[config.mk]
export PLATFORM = sky130hd
export DESIGN_NAME = riscv_lsu
export DESIGN_NICKNAME = d
export VERILOG_FILES = /design/src/rtl/riscv_lsu.sv
export SDC_FILE = /design/constraint.sdc
export NUM_CORES = 1
export LEC_CHECK = 0
export ABC_AREA = 1
export CAP_MARGIN = 20
export CORE_MARGIN = 2
export CORE_UTILIZATION = 31
export CTS_CLUSTER_SIZE = 8
export DETAILED_ROUTE_END_ITERATION = 12
export HOLD_SLACK_MARGIN = 0.03
export MAX_ROUTING_LAYER = met4
export PLACE_DENSITY = 0.95
export SLEW_MARGIN = 20
export SYNTH_ARGS = -nofsm -noshare
export SYNTH_HDL_FRONTEND = slang
export SYNTH_SLANG_ARGS = --single-unit
export TNS_END_PERCENT = 10
[constraint.sdc]
create_clock -name clk_i -period 3.1 [get_ports clk_i]
set_clock_uncertainty 0.15 [all_clocks]
set_input_delay 0.31 -clock clk_i [delete_from_list [all_inputs] [get_ports clk_i]]
set_output_delay 0.31 -clock clk_i [all_outputs]
set_load 0.01 [all_outputs]
[src/rtl/riscv_lsu.sv]
// RISC-V load/store unit: turns core load/store requests into byte-enabled
// data-memory accesses and aligns/extends the returned load data.
module riscv_lsu (
    input  logic        clk_i,
    input  logic        rst_i,
    input  logic        core_req_i,
    input  logic        core_we_i,
    input  logic [2:0]  core_size_i,
    input  logic [31:0] core_addr_i,
    input  logic [31:0] core_wd_i,
    output logic [31:0] core_rd_o,
    output logic        core_stall_o,
    output logic        core_fault_o,
    output logic        mem_req_o,
    output logic        mem_we_o,
    output logic [3:0]  mem_be_o,
    output logic [31:0] mem_addr_o,
    output logic [31:0] mem_wd_o,
    input  logic [31:0] mem_rd_i,
    input  logic        mem_ready_i
);

    localparam logic [1:0] S_IDLE = 2'd0;
    localparam logic [1:0] S_REQ  = 2'd1;
    localparam logic [1:0] S_RESP = 2'd2;

    typedef struct packed {
        logic [1:0] off;
        logic [2:0] size;
        logic       we;
    } rsp_t;

    logic [1:0]  state_q, state_d;
    rsp_t        rsp_q;
    logic        size_ok, align_ok, legal, in_idle, issue, accept;
    logic [7:0]  byte_sel;
    logic [15:0] half_sel;
    logic [31:0] ext;

    always_comb begin
        size_ok  = 1'b0;
        align_ok = 1'b0;
        case (core_size_i)
            3'd0, 3'd4: begin size_ok = 1'b1; align_ok = 1'b1; end
            3'd1, 3'd5: begin size_ok = 1'b1; align_ok = ~core_addr_i[0]; end
            3'd2:       begin size_ok = 1'b1; align_ok = (core_addr_i[1:0] == 2'b00); end
            default:    ;
        endcase
        // unsigned sizes have no store form
        if (core_we_i && core_size_i[2]) size_ok = 1'b0;
    end

    assign legal        = size_ok & align_ok;
    assign in_idle      = (state_q == S_IDLE);
    assign issue        = in_idle & core_req_i & legal;
    assign core_fault_o = in_idle & core_req_i & ~legal;
    assign mem_req_o    = issue | (state_q == S_REQ);
    assign core_stall_o = mem_req_o;
    assign mem_we_o     = mem_req_o & core_we_i;
    assign mem_addr_o   = core_addr_i;
    assign accept       = mem_req_o & mem_ready_i;

    always_comb begin
        case (core_size_i[1:0])
            2'd0: begin
                mem_be_o = 4'b0001 << core_addr_i[1:0];
                mem_wd_o = {4{core_wd_i[7:0]}};
            end
            2'd1: begin
                mem_be_o = core_addr_i[1] ? 4'b1100 : 4'b0011;
                mem_wd_o = {2{core_wd_i[15:0]}};
            end
            default: begin
                mem_be_o = 4'b1111;
                mem_wd_o = core_wd_i;
            end
        endcase
    end

    always_comb begin
        state_d = S_IDLE;
        case (state_q)
            S_IDLE:  if (issue) state_d = mem_ready_i ? S_RESP : S_REQ;
            S_REQ:   state_d = mem_ready_i ? S_RESP : S_REQ;
            default: state_d = S_IDLE;
        endcase
    end

    always_ff @(posedge clk_i) begin
        if (rst_i) begin
            state_q <= S_IDLE;
            rsp_q   <= '0;
        end else begin
            state_q <= state_d;
            if (accept) begin
                rsp_q.off  <= core_addr_i[1:0];
                rsp_q.size <= core_size_i;
                rsp_q.we   <= core_we_i;
            end
        end
    end

    always_comb begin
        case (rsp_q.off)
            2'd0:    byte_sel = mem_rd_i[7:0];
            2'd1:    byte_sel = mem_rd_i[15:8];
            2'd2:    byte_sel = mem_rd_i[23:16];
            default: byte_sel = mem_rd_i[31:24];
        endcase
        half_sel = rsp_q.off[1] ? mem_rd_i[31:16] : mem_rd_i[15:0];
        // size[2] marks the zero-extending variants
        case (rsp_q.size[1:0])
            2'd0:    ext = {{24{~rsp_q.size[2] & byte_sel[7]}}, byte_sel};
            2'd1:    ext = {{16{~rsp_q.size[2] & half_sel[15]}}, half_sel};
            default: ext = mem_rd_i;
        endcase
    end

    assign core_rd_o = (state_q == S_RESP && !rsp_q.we) ? ext : 32'h0;

endmodule

Yosys cells after proc, flatten, opt, wreduce, memory -nomap -nowiden
Cells that the tools add are included.

storage, ports and cells
  logic and storage cells = 52
  register bits after elaboration = 8
  output and inout bits = 104

cells by class
  shifts and indexed selects = 1
  mux-type cells = 13
  reductions and logical operators = 12
  equal/unequal tests = 10
  bitwise operators = 12

operators with widths
  kind                 number
  $pmux 32 s2          2
  $mux 32              1
  $pmux 8 s3           1
  $mux 16              1
  $logic_not 2->1      5
  $and 1x1->1          8
  $eq 2x1->1 const B   4
  $pmux 4 s2           1
  $eq 3x3->1 const B   2
  $reduce_or 5->1      1
  $eq 2x2->1 const B   2
  $mux 2               2
  $mux 4               1
  $pmux 2 s2           1
  $reduce_or 2->1      2
  $shl 1x2->4 const A  1
  $eq 3x1->1 const B   1
  $eq 3x2->1 const B   1
  $logic_not 3->1      1
  $not 1->1            3
  $pmux 1 s3           1
  $logic_and 1x1->1    2
  $mux 1               2
  $logic_not 1->1      1
  $or 1x1->1           1

Longest topological paths before layout
Gate-level depths: netlist (run 1).

  depth after elaboration = 8
  gate-level depth with buffers = 11

Worst setup path after synthesis (run 1)
No wires, ideal clock.

  path type = register to output
  start = reg rsp_q[1] in the netlist's numbering
  end = out core_rd_o[21]
  buffers on the path = 1
  stages on the path, launching flop included = 11
  arrival time = 1245 ps
  path slack = 1395 ps
  cells stage by stage = dfxtp_1 inv_2 nand2_4 nor2_8 nand2_4 nand2_2 nand2_4 nand3_4 nand2_4 buf_12 nor2_4

between the ends
  word-level cells in the longest chain between the ends = 3
  elaborated cells between the ends (all ways) = 4

ends and longest elaborated chain
  what                                                  RTL line  source
  from (decl)                                           34        rsp_t rsp_q;
  $eq 2x1->1 / $logic_not 2->1 (equally long branches)  112       case (rsp_q.size[1:0])
  $pmux 32 s2 *                                         112
  $mux 32 *                                             119       assign core_rd_o = (state_q == S_RESP && !rsp_q.we) ? ext : 32'h0;
  to (decl)                                             11        output logic [31:0] core_rd_o,

Mark *: on every way between the ends. The rest lies on a longest branch, timed or not.

Worst setup path after layout (run 1)
  start = reg rsp_q[5] in the netlist's numbering
  end = out core_rd_o[2]

between the ends
  word-level cells in the longest chain between the ends = 4
  elaborated cells between the ends (all ways) = 7

ends and longest elaborated chain
  what                                      RTL line  source
  $eq 2x2->1, or another cell as far along  104       case (rsp_q.off)
  $pmux 8 s3                                104
  $pmux 32 s2 *                             112
  $mux 32 *                                 119

Marked as above.

==> flow_metrics.py, run 1 <==
metrics = {
    "status": {
        "outcome": "completed",
    },
    "synth": {
        "synth_nets": 458,
        "syn_avg_cell_area_sq_um": 5.44,
        "yosys.area.top_type_share": 0.287,
        "synthMuxAreaShare": 0,
        "yosysTopAreaCell": "nand2_1",
        "syn_area_sq_um": 1920,
        "synth_xor_area_frac": 0,
        "synth-seq-cells": 8,
        "ys_warn_count": 0,
        "synth_compound_gate_area_share": 0.0982,
        "netlist_instances": 354,
        "synth-simple-area-share": 0.547,
        "synth-seq-area-share": 0.0832,
        "synth_fa_ha_area_frac": 0,
        "synth_cell_types": 28,
        "synth_top_family_by_area": "simple AND/OR/NAND/NOR gates",
        "synth_top_cells_by_area": "nand2_1, buf_4, dfxtp_1",
    },
    "setup_path": {
        "crit_fanout": 17,
        "worstSetupStartpointType": "register",
        "path_cells": "inv_4 -> nor2_1 -> nand2_1 -> nand2_1 -> nand2_1 -> a31oi_1 -> clkdlybuf4s50_1",
        "critical_path.slowest_cell": "clkdlybuf4s50_1",
        "crit_family": "buffers and inverters",
        "critPathCaptureType": "output pin",
        "arrival_ps": 2360,
        "crit_buf_inv": 2,
        "cp_slowest_stage_delay_ps": 570,
        "cp.required_ps": 2640,
        "ff2ff_setup_slack_ps": 1560,
        "crit_top_cell": "nand2_1",
        "worstSetupPathType": "reg2out",
    },
    "pwr": {
        "finalPower_mw": 0.657,
        "p_leak_nw": 1.49,
        "ir_worst_vdd_uv": 145,
        "power_frac_seq": 0.180,
        "p_int_mw": 0.412,
        "switchingPower_mw": 0.245,
        "p_per_area_nw_per_um2": 207,
        "pwr-share-comb": 0.631,
        "swShare": 0.373,
        "power_frac_clock": 0.189,
    },
    "grt": {
        "antenna_found_initial": 0,
        "grt_pass1_vias": 2442,
        "grtUsageTotal": 0.214,
        "grt_pass1_wl_um": 11000,
        "globalRouteOverflowTotal": 0,
        "grt_max_degree": 20,
    },
    "detailed_routing": {
        "drt_iter0_drc": 149,
        "wl_met1_um": 2490,
        "antenna_left": 0,
        "dr.pass1.iters": 4,
        "routed_via_density": 4.85,
        "wire_per_inst_um": 13.6,
        "route.met3.wl_um": 805,
        "vias": 2569,
        "met2RoutedLength_um": 3650,
        "drc": 0,
        "route.top_layer_used": "met4",
        "drt-total-wl_um": 7210,
    },
    "die": {
        "die_w_um": 82.8,
        "start_util": 0.323,
        "num_rows": 28,
        "fp.dieH_um": 82.8,
        "ios": 208,
        "die-area_sq_um": 6850,
        "core_sq_um": 5960,
    },
    "sta": {
        "finalSetupTns_ps": 0,
        "fmax_mhz": 354,
        "rsz0062_at_grt": "false",
        "worstMarginPinSlew_ps": 601,
        "finalHoldViolations": 0,
        "period_minus_slack_ps": 2820,
        "max-slew-margin-rel": 0.598,
        "setup_viol": 0,
        "drv_slew": 0,
        "post-route-period-util": 0.911,
    },
    "place": {
        "dpl.cell_count": 527,
        "dp_hpwl_um": 6060,
        "portBuffers": 147,
        "place.gp.congestion": 0.920,
    },
    "hold_path": {
        "hold_class": "reg2reg",
    },
    "cts": {
        "cts_htree_levels": 1,
        "clock-sinks": 8,
        "cts_tree": "yes",
        "clock-root-buffer": "clkbuf_8",
        "cts.clk_slew.worst_paths_ps": 40,
        "clock_path_buffers": 2,
        "cts_setup_buffers": 0,
        "postCtsHoldBufs": 0,
        "cts_buffers": 3,
        "insertion_delay_ps": 230,
    },
    "final_layout": {
        "final_cells": 530,
        "fin_nets": 561,
        "diodes": 0,
        "drive_gt1_frac": 0.0725,
        "fin_util": 0.532,
        "area_growth_pct": 64.8,
    },
    "job": {
        "maxCapViolCount": 0,
    },
}
per-stage QoR:
stage / setup WS, ps / hold slack (ps) / area [sq um]
floorplan: 1400 / 232 / 1920
global placement: 383 / 341 / 3130
detailed placement: 330 / 349 / 3130
CTS: 145 / 355 / 3170
global route: 125 / 372 / 3170
finish: 275 / 351 / 3170
cell usage in the layout, fill, tap and decap left out, drive strengths merged, types with 5 or more instances in the layout:
cell and n:
clkdlybuf4s50 147, nor2 51, o21ai 12, a31oi 5, dfxtp 8, nand2 155
inv 34, o211ai 9, nand3 19
state kept, by name (all words and copies together), names as in the netlist:
| name | cells |
|---|---|
| state_q | 2 |
| rsp_q | 6 |
kinds of logic after synthesis:
kind of cell    count (synthesis)
simple gates                  229
buf+inv                        86
compound gates                 31
flops                           8
path summary, 6_finish.rpt:
path | depth (start not counted) | end | start
max reg2reg | 8 | rsp_q[5]$_SDFFE_PP0P_ | state_q[1]$_SDFF_PP0_
min | 2 | rsp_q[0]$_SDFFE_PP0P_ | rsp_q[0]$_SDFFE_PP0P_
max | 7 | core_rd_o[2] | rsp_q[5]$_SDFFE_PP0P_
min reg2reg | 2 | rsp_q[0]$_SDFFE_PP0P_ | rsp_q[0]$_SDFFE_PP0P_
tightest hold or removal path, delay by kind of cell (launching register included):
| kind | cells | cell delay, ps |
|---|---|---|
| flip-flops | 1 | 320 |
| AND/OR/NAND/NOR | 2 | 120 |
cell usage after synthesis, drive strengths merged:
| library cell | count |
|---|---|
| a31oi | 5 |
| o21ai | 12 |
| a21boi | 1 |
| a22oi | 1 |
| nand4 | 2 |
| nor3 | 2 |
| inv | 34 |
| o211ai | 9 |
| nor2 | 51 |
| dfxtp | 8 |
| nand2 | 155 |
| buf | 49 |
| clkbuf | 3 |
| a21oi | 3 |
| nand3 | 19 |
power groups by stage:
stage	Sequential (mW)	Combinational, mW	Clock, mW
2_1_floorplan	0.113	0.237	0
3_3_place_gp	0.120	0.406	0
3_5_place_dp	0.120	0.414	0
4_1_cts	0.118	0.416	0.127
5_1_grt	0.119	0.450	0.133
6_report	0.118	0.415	0.124
cell type report:
class	instances	area, sq um
clock buffer	3	41.3
multi-input combinational	260	1240
inverter	34	138
sequential	8	161
timing repair buffer	150	1490
fill	579	2790
tap	75	93.8
metal layers:
metal,vias up,track usage
li1,1262,-
met1,1145,0.212
met2,140,0.402
met3,22,0.0433
met4,0,0.0984
met5,-,-
repair_timing:
item,CTS,global route
endpoints found under the setup margin,0,1
gates resized for setup,0,1
endpoints found under the hold margin,0,0
No activity file was read; power rests on OpenSTA's default activity.
==> inputs of run 2 (changes only) <==
- CORE_MARGIN: 2 -> 1
==> run 2 against run 1 <==
Against the previous run:
- sequential power hardly changed
- fmax is 1.2% higher
- count of clock-buffer cells in the layout stayed put
- largest cell class unchanged
- largest power group unchanged
- highest routed layer unchanged
==> flow_metrics.py, run 2 (synthesis results as in run 1) <==
metrics = {
    "setup_path": {
        "worstSetupPathType": "reg2out",
        "path_cells": "buf_4 -> nor2_1 -> buf_4 -> inv_1 -> nand2_1 -> o211ai_1 -> nand2_1 -> inv_1 -> clkdlybuf4s50_1",
        "cp_slowest_stage_delay_ps": 600,
        "arrival_ps": 2330,
        "worstSetupStartpointType": "register",
        "critPathCaptureType": "output pin",
        "crit_buf_inv": 5,
        "crit_fanout": 16,
        "r2r-end": "rsp_q[4]$_SDFFE_PP0P_",
        "critical_path.slowest_cell": "dfxtp_1",
        "reg2regPathDepth": 8,
        "cp.required_ps": 2640,
        "crit_family": "buffers and inverters",
        "rr_startpoint": "state_q[1]$_SDFF_PP0_",
        "ff2ff_setup_slack_ps": 1550,
    },
    "final_layout": {
        "drive_gt1_frac": 0.0724,
        "multi_input_area_sq_um": 1240,
        "largest_reg_flops": 6,
        "fin_nets": 562,
        "largest-register": "rsp_q",
        "final_cells": 531,
        "largest_registers": "rsp_q (6), state_q (2)",
        "diodes": 0,
        "fin_util": 0.533,
        "area_growth_pct": 65.1,
        "ff_latch_area_sq_um": 160,
        "final_cell_mix": "nand2_1, clkdlybuf4s50_1, nor2_1",
        "fillers": 557,
    },
    "grt": {
        "globalRouteOverflowTotal": 0,
        "grt_pass1_wl_um": 11000,
        "grt_pass1_vias": 2430,
        "antenna_found_initial": 0,
        "grtUsageTotal": 0.222,
        "grt_max_degree": 20,
    },
    "sta": {
        "fmax_mhz": 358,
        "setup_viol": 0,
        "rsz0062_at_grt": "false",
        "drv_slew": 0,
        "finalWorstSetupSlack_ps": 308,
        "max-slew-margin-rel": 0.644,
        "worstMarginPinSlew_ps": 532,
        "period_minus_slack_ps": 2790,
        "hold_slack_ps": 351,
        "post-route-period-util": 0.900,
        "finalHoldViolations": 0,
        "finalSetupTns_ps": 0,
    },
    "cts": {
        "clock_path_buffers": 2,
        "cts_resized": 0,
        "cts.clk_slew.worst_paths_ps": 40,
        "clock-root-buffer": "clkbuf_8",
        "cts_tree": "yes",
        "cts_setup_buffers": 0,
        "cts_buffers": 3,
        "cts_htree_levels": 1,
        "clock-sinks": 8,
        "postCtsHoldBufs": 0,
        "insertion_delay_ps": 230,
    },
    "hold_path": {
        "worstHoldStart": "rsp_q[0]$_SDFFE_PP0P_",
        "hold_depth": 2,
        "hold_end": "rsp_q[0]$_SDFFE_PP0P_",
        "hold_class": "reg2reg",
    },
    "die": {
        "ios": 208,
        "start_util": 0.323,
        "num_rows": 28,
        "core_sq_um": 5960,
        "die-area_sq_um": 6530,
        "die_w_um": 80.8,
        "fp.dieH_um": 80.8,
    },
    "job": {
        "maxCapViolCount": 0,
    },
    "detailed_routing": {
        "wire_per_inst_um": 13.4,
        "drt_iter0_drc": 94,
        "dr.pass1.iters": 4,
        "drt-total-wl_um": 7100,
        "antenna_left": 0,
        "routed_via_density": 4.79,
        "vias": 2546,
        "drc": 0,
    },
    "pwr": {
        "swShare": 0.373,
        "power_frac_clock": 0.189,
        "pwr-share-comb": 0.634,
        "switchingPower_mw": 0.246,
        "power_frac_seq": 0.177,
        "p_per_area_nw_per_um2": 207,
        "p_leak_nw": 1.49,
        "ir_worst_vdd_uv": 129,
        "p_int_mw": 0.413,
    },
    "place": {
        "dp_hpwl_um": 5890,
        "portBuffers": 147,
        "dpl.cell_count": 528,
        "place.gp.congestion": 0.901,
        "dp_slack_ps": 364,
    },
    "status": {
        "outcome": "completed",
    },
}
run 2: cell types whose count changed in the layout (fill, tap and decap cells not counted):
| cell | previous run | this run |
|---|---|---|
| buf_4 | 3 | 4 |
| dfxtp_2 | 1 | 0 |
| dfxtp_1 | 7 | 8 |
run 2: layout make-up:
cell class / instances / share of cell area
repair buffers: 151 / 0.473
inverters: 34 / 0.0433
multi-input cells: 260 / 0.391
clock buffers: 3 / 0.0130
flip-flops and latches: 8 / 0.0504
well taps: 75 / 0.0295
run 2: tightest hold or removal path: cells and delay by family (launching register included):
family,cells,cell delay (ps)
simple gates,2,130
flops,1,320
run 2: power groups by stage:
stage | Combinational [mW] | Clock, mW | Sequential, mW
final | 0.417 | 0.124 | 0.117
after global routing | 0.452 | 0.132 | 0.118
after CTS | 0.417 | 0.125 | 0.117
after detailed placement | 0.415 | 0 | 0.118
after global placement | 0.407 | 0 | 0.118
after floorplan | 0.237 | 0 | 0.113
run 2: per-layer routing:
metal / vias to the layer above / wire length, um / GRT usage
met4: 0 / 209 / 0.0911
met1: 1116 / 2540 / 0.215
met5: - / 0 / -
met3: 23 / 706 / 0.0472
li1: 1260 / - / -
met2: 147 / 3640 / 0.424
run 2: worst max-delay path by stage:
stage	start	end	slack (ps)	cells after the start
floorplan	rsp_q[1]$_SDFFE_PP0P_	core_rd_o[21]	1400	10
global placement	mem_rd_i[31]	core_rd_o[31]	400	10
detailed placement	mem_rd_i[31]	core_rd_o[20]	360	10
CTS	rsp_q[2]$_SDFFE_PP0P_	core_rd_o[6]	330	9
global route	rsp_q[2]$_SDFFE_PP0P_	core_rd_o[6]	160	9
finish	rsp_q[2]$_SDFFE_PP0P_	core_rd_o[6]	310	9
run 2: per-stage QoR:
stage / instance area (sq um) / total power [mW]
6_report: 3180 / 0.658
5_1_grt: 3180 / 0.701
4_1_cts: 3180 / 0.659
3_5_place_dp: 3140 / 0.534
3_3_place_gp: 3140 / 0.525
2_1_floorplan: 1920 / 0.351
==> inputs of run 3 (changes only) <==
--- a/config.mk
+++ b/config.mk
@@ -15,5 +15,5 @@
 export MAX_ROUTING_LAYER = met4
 export PLACE_DENSITY = 0.95
-export SLEW_MARGIN = 20
+export SLEW_MARGIN = 25
 export SYNTH_ARGS = -nofsm -noshare
 export SYNTH_HDL_FRONTEND = slang
--- a/constraint.sdc
+++ b/constraint.sdc
@@ -3,3 +3,3 @@
 set_input_delay 0.31 -clock clk_i [delete_from_list [all_inputs] [get_ports clk_i]]
 set_output_delay 0.31 -clock clk_i [all_outputs]
-set_load 0.01 [all_outputs]
+set_load 0.05 [all_outputs]
==> run 3 against run 2 <==
Against the previous run:
- global-route usage rose by 0.86 points
- via count increased by 1.7%
- count of clock-buffer cells in the layout is the same
- first-iteration DRC count increased by 19%
- total power grew 33%
- critical path depth rose by 1
- fmax decreased by 2.6%
- sequential share of layout area decreased by 0.24 points
- register-to-register slack worse by 170 ps
- clock power rose by 3%
- final area up 5.0%
- flip-flop and latch count unchanged
- highest routed layer unchanged
==> flow_metrics.py, run 3 (synthesis results as in run 1) <==
metrics = {
    "cts": {
        "cts_htree_levels": 1,
        "cts_buffers": 3,
        "postCtsHoldBufs": 0,
        "cts.clk_slew.worst_paths_ps": 40,
        "insertion_delay_ps": 230,
        "clock_path_buffers": 2,
        "cts_tree": "yes",
        "clock-sinks": 8,
        "clock-root-buffer": "clkbuf_8",
    },
    "final_layout": {
        "fin_nets": 562,
        "diodes": 0,
        "fin_area_sq_um": 3330,
        "drive_gt1_frac": 0.191,
        "area_growth_pct": 73.3,
        "largest_reg_flops": 6,
        "largest_registers": "rsp_q (6), state_q (2)",
        "final_cells": 531,
        "largest-register": "rsp_q",
        "final_cell_mix": "nand2_1, clkdlybuf4s50_1, nor2_1",
        "final_common_cell": "nand2_1",
    },
    "detailed_routing": {
        "wire_per_inst_um": 13.8,
        "antenna_left": 0,
        "routed_via_density": 4.88,
        "drc": 0,
        "dr.pass1.iters": 5,
        "drt_iter0_drc": 112,
        "vias": 2589,
        "drt-total-wl_um": 7320,
    },
    "sta": {
        "fmax_mhz": 349,
        "setup_viol": 0,
        "max-slew-margin-rel": 0.549,
        "post-route-period-util": 0.924,
        "drv_slew": 0,
        "period_minus_slack_ps": 2870,
        "rsz0062_at_grt": "false",
        "finalHoldViolations": 0,
        "worstMarginPinSlew_ps": 675,
        "finalSetupTns_ps": 0,
    },
    "place": {
        "dpl_cell_area_sq_um": 3290,
        "dpl.cell_count": 528,
        "dp_hpwl_um": 6180,
        "portBuffers": 147,
        "place.gp.congestion": 0.876,
    },
    "setup_path": {
        "worstSetupStartpointType": "register",
        "cp.required_ps": 2640,
        "worstSetupPathType": "reg2out",
        "ff2ff_setup_slack_ps": 1380,
        "r2r-end": "rsp_q[2]$_SDFFE_PP0P_",
        "crit_fanout": 19,
        "arrival_ps": 2410,
        "critPathCaptureType": "output pin",
        "rr_startpoint": "state_q[1]$_SDFF_PP0_",
        "reg2regPathDepth": 8,
    },
    "die": {
        "num_rows": 28,
        "fp.dieH_um": 80.8,
        "start_util": 0.323,
        "die_w_um": 80.8,
        "die-area_sq_um": 6530,
        "core_sq_um": 5960,
        "ios": 208,
    },
    "pwr": {
        "p_per_area_nw_per_um2": 262,
        "ir_worst_vdd_uv": 153,
        "p_leak_nw": 1.67,
    },
    "hold_path": {
        "hold_depth": 2,
        "hold_end": "rsp_q[0]$_SDFFE_PP0P_",
        "worstHoldStart": "rsp_q[0]$_SDFFE_PP0P_",
        "hold_class": "reg2reg",
    },
    "grt": {
        "grtUsageTotal": 0.230,
        "antenna_found_initial": 0,
        "grt_pass1_wl_um": 11200,
        "globalRouteOverflowTotal": 0,
        "grt_max_degree": 20,
        "grt_pass1_vias": 2484,
    },
    "status": {
        "outcome": "completed",
    },
    "job": {
        "maxCapViolCount": 0,
    },
}
[run 3: metrics by stage]
stage	util	hold WS, ps	power [mW]	worst slack, ps
4_1_cts	0.559	376	0.878	153
6_report	0.560	373	0.873	234
3_3_place_gp	0.553	341	0.737	406
2_1_floorplan	-	232	0.567	758
5_1_grt	0.560	380	0.917	60.0
3_5_place_dp	0.553	370	0.747	398
[run 3: worst max-delay path by stage]
stage,to,slack [ps],from,cells past startpoint
finish,core_rd_o[11],230,rsp_q[2]$_SDFFE_PP0P_,10
detailed placement,core_rd_o[8],400,mem_rd_i[31],10
global route,core_rd_o[10],60,rsp_q[2]$_SDFFE_PP0P_,10
global placement,core_rd_o[11],410,mem_rd_i[31],10
floorplan,mem_we_o,760,core_size_i[1],8
CTS,core_rd_o[1],150,rsp_q[2]$_SDFFE_PP0P_,6
[run 3: final cells by class]
type,instances,area [sq um]
Inverter,34,138
Sequential cell,8,160
Fill cell,564,2620
Clock buffer,3,41.3
Timing Repair Buffer,151,1660
Multi-Input combinational cell,260,1240
Tap cell,75,93.8
[run 3: metal layers]
| metal | part of all wire | vias to the layer above | global-route usage | wire length, um |
|---|---|---|---|---|
| met5 | 0 | - | - | 0 |
| met4 | 0.030 | 0 | 0.0804 | 222 |
| met3 | 0.10 | 28 | 0.0584 | 733 |
| met2 | 0.52 | 154 | 0.449 | 3780 |
| met1 | 0.35 | 1144 | 0.216 | 2590 |
| li1 | - | 1263 | - | - |
[run 3: worst max-delay path, cell delays in order (launching register included)]
cell	delay, ps
dfxtp_1	750
inv_8	150
nand2_2	90
nor2_1	40
nand2_1	60
nand2_2	70
nand2_4	130
nand3_1	80
nand2_1	80
inv_1	40
clkdlybuf4s50_1	690
[run 3: report_power, final]
group	switching (mW)	internal (mW)	total (mW)	leakage, nW
registers	0.00783	0.109	0.117	0.0651
logic	0.365	0.264	0.629	1.58
clock network	0.0433	0.0843	0.128	0.0216
total	0.416	0.457	0.873	1.67
[run 3: what timing repair did]
item                       CTS  global route
resized for setup            0             1
setup buffers                0             0
hold endpoints to repair     0             0
setup endpoints to repair    0             1
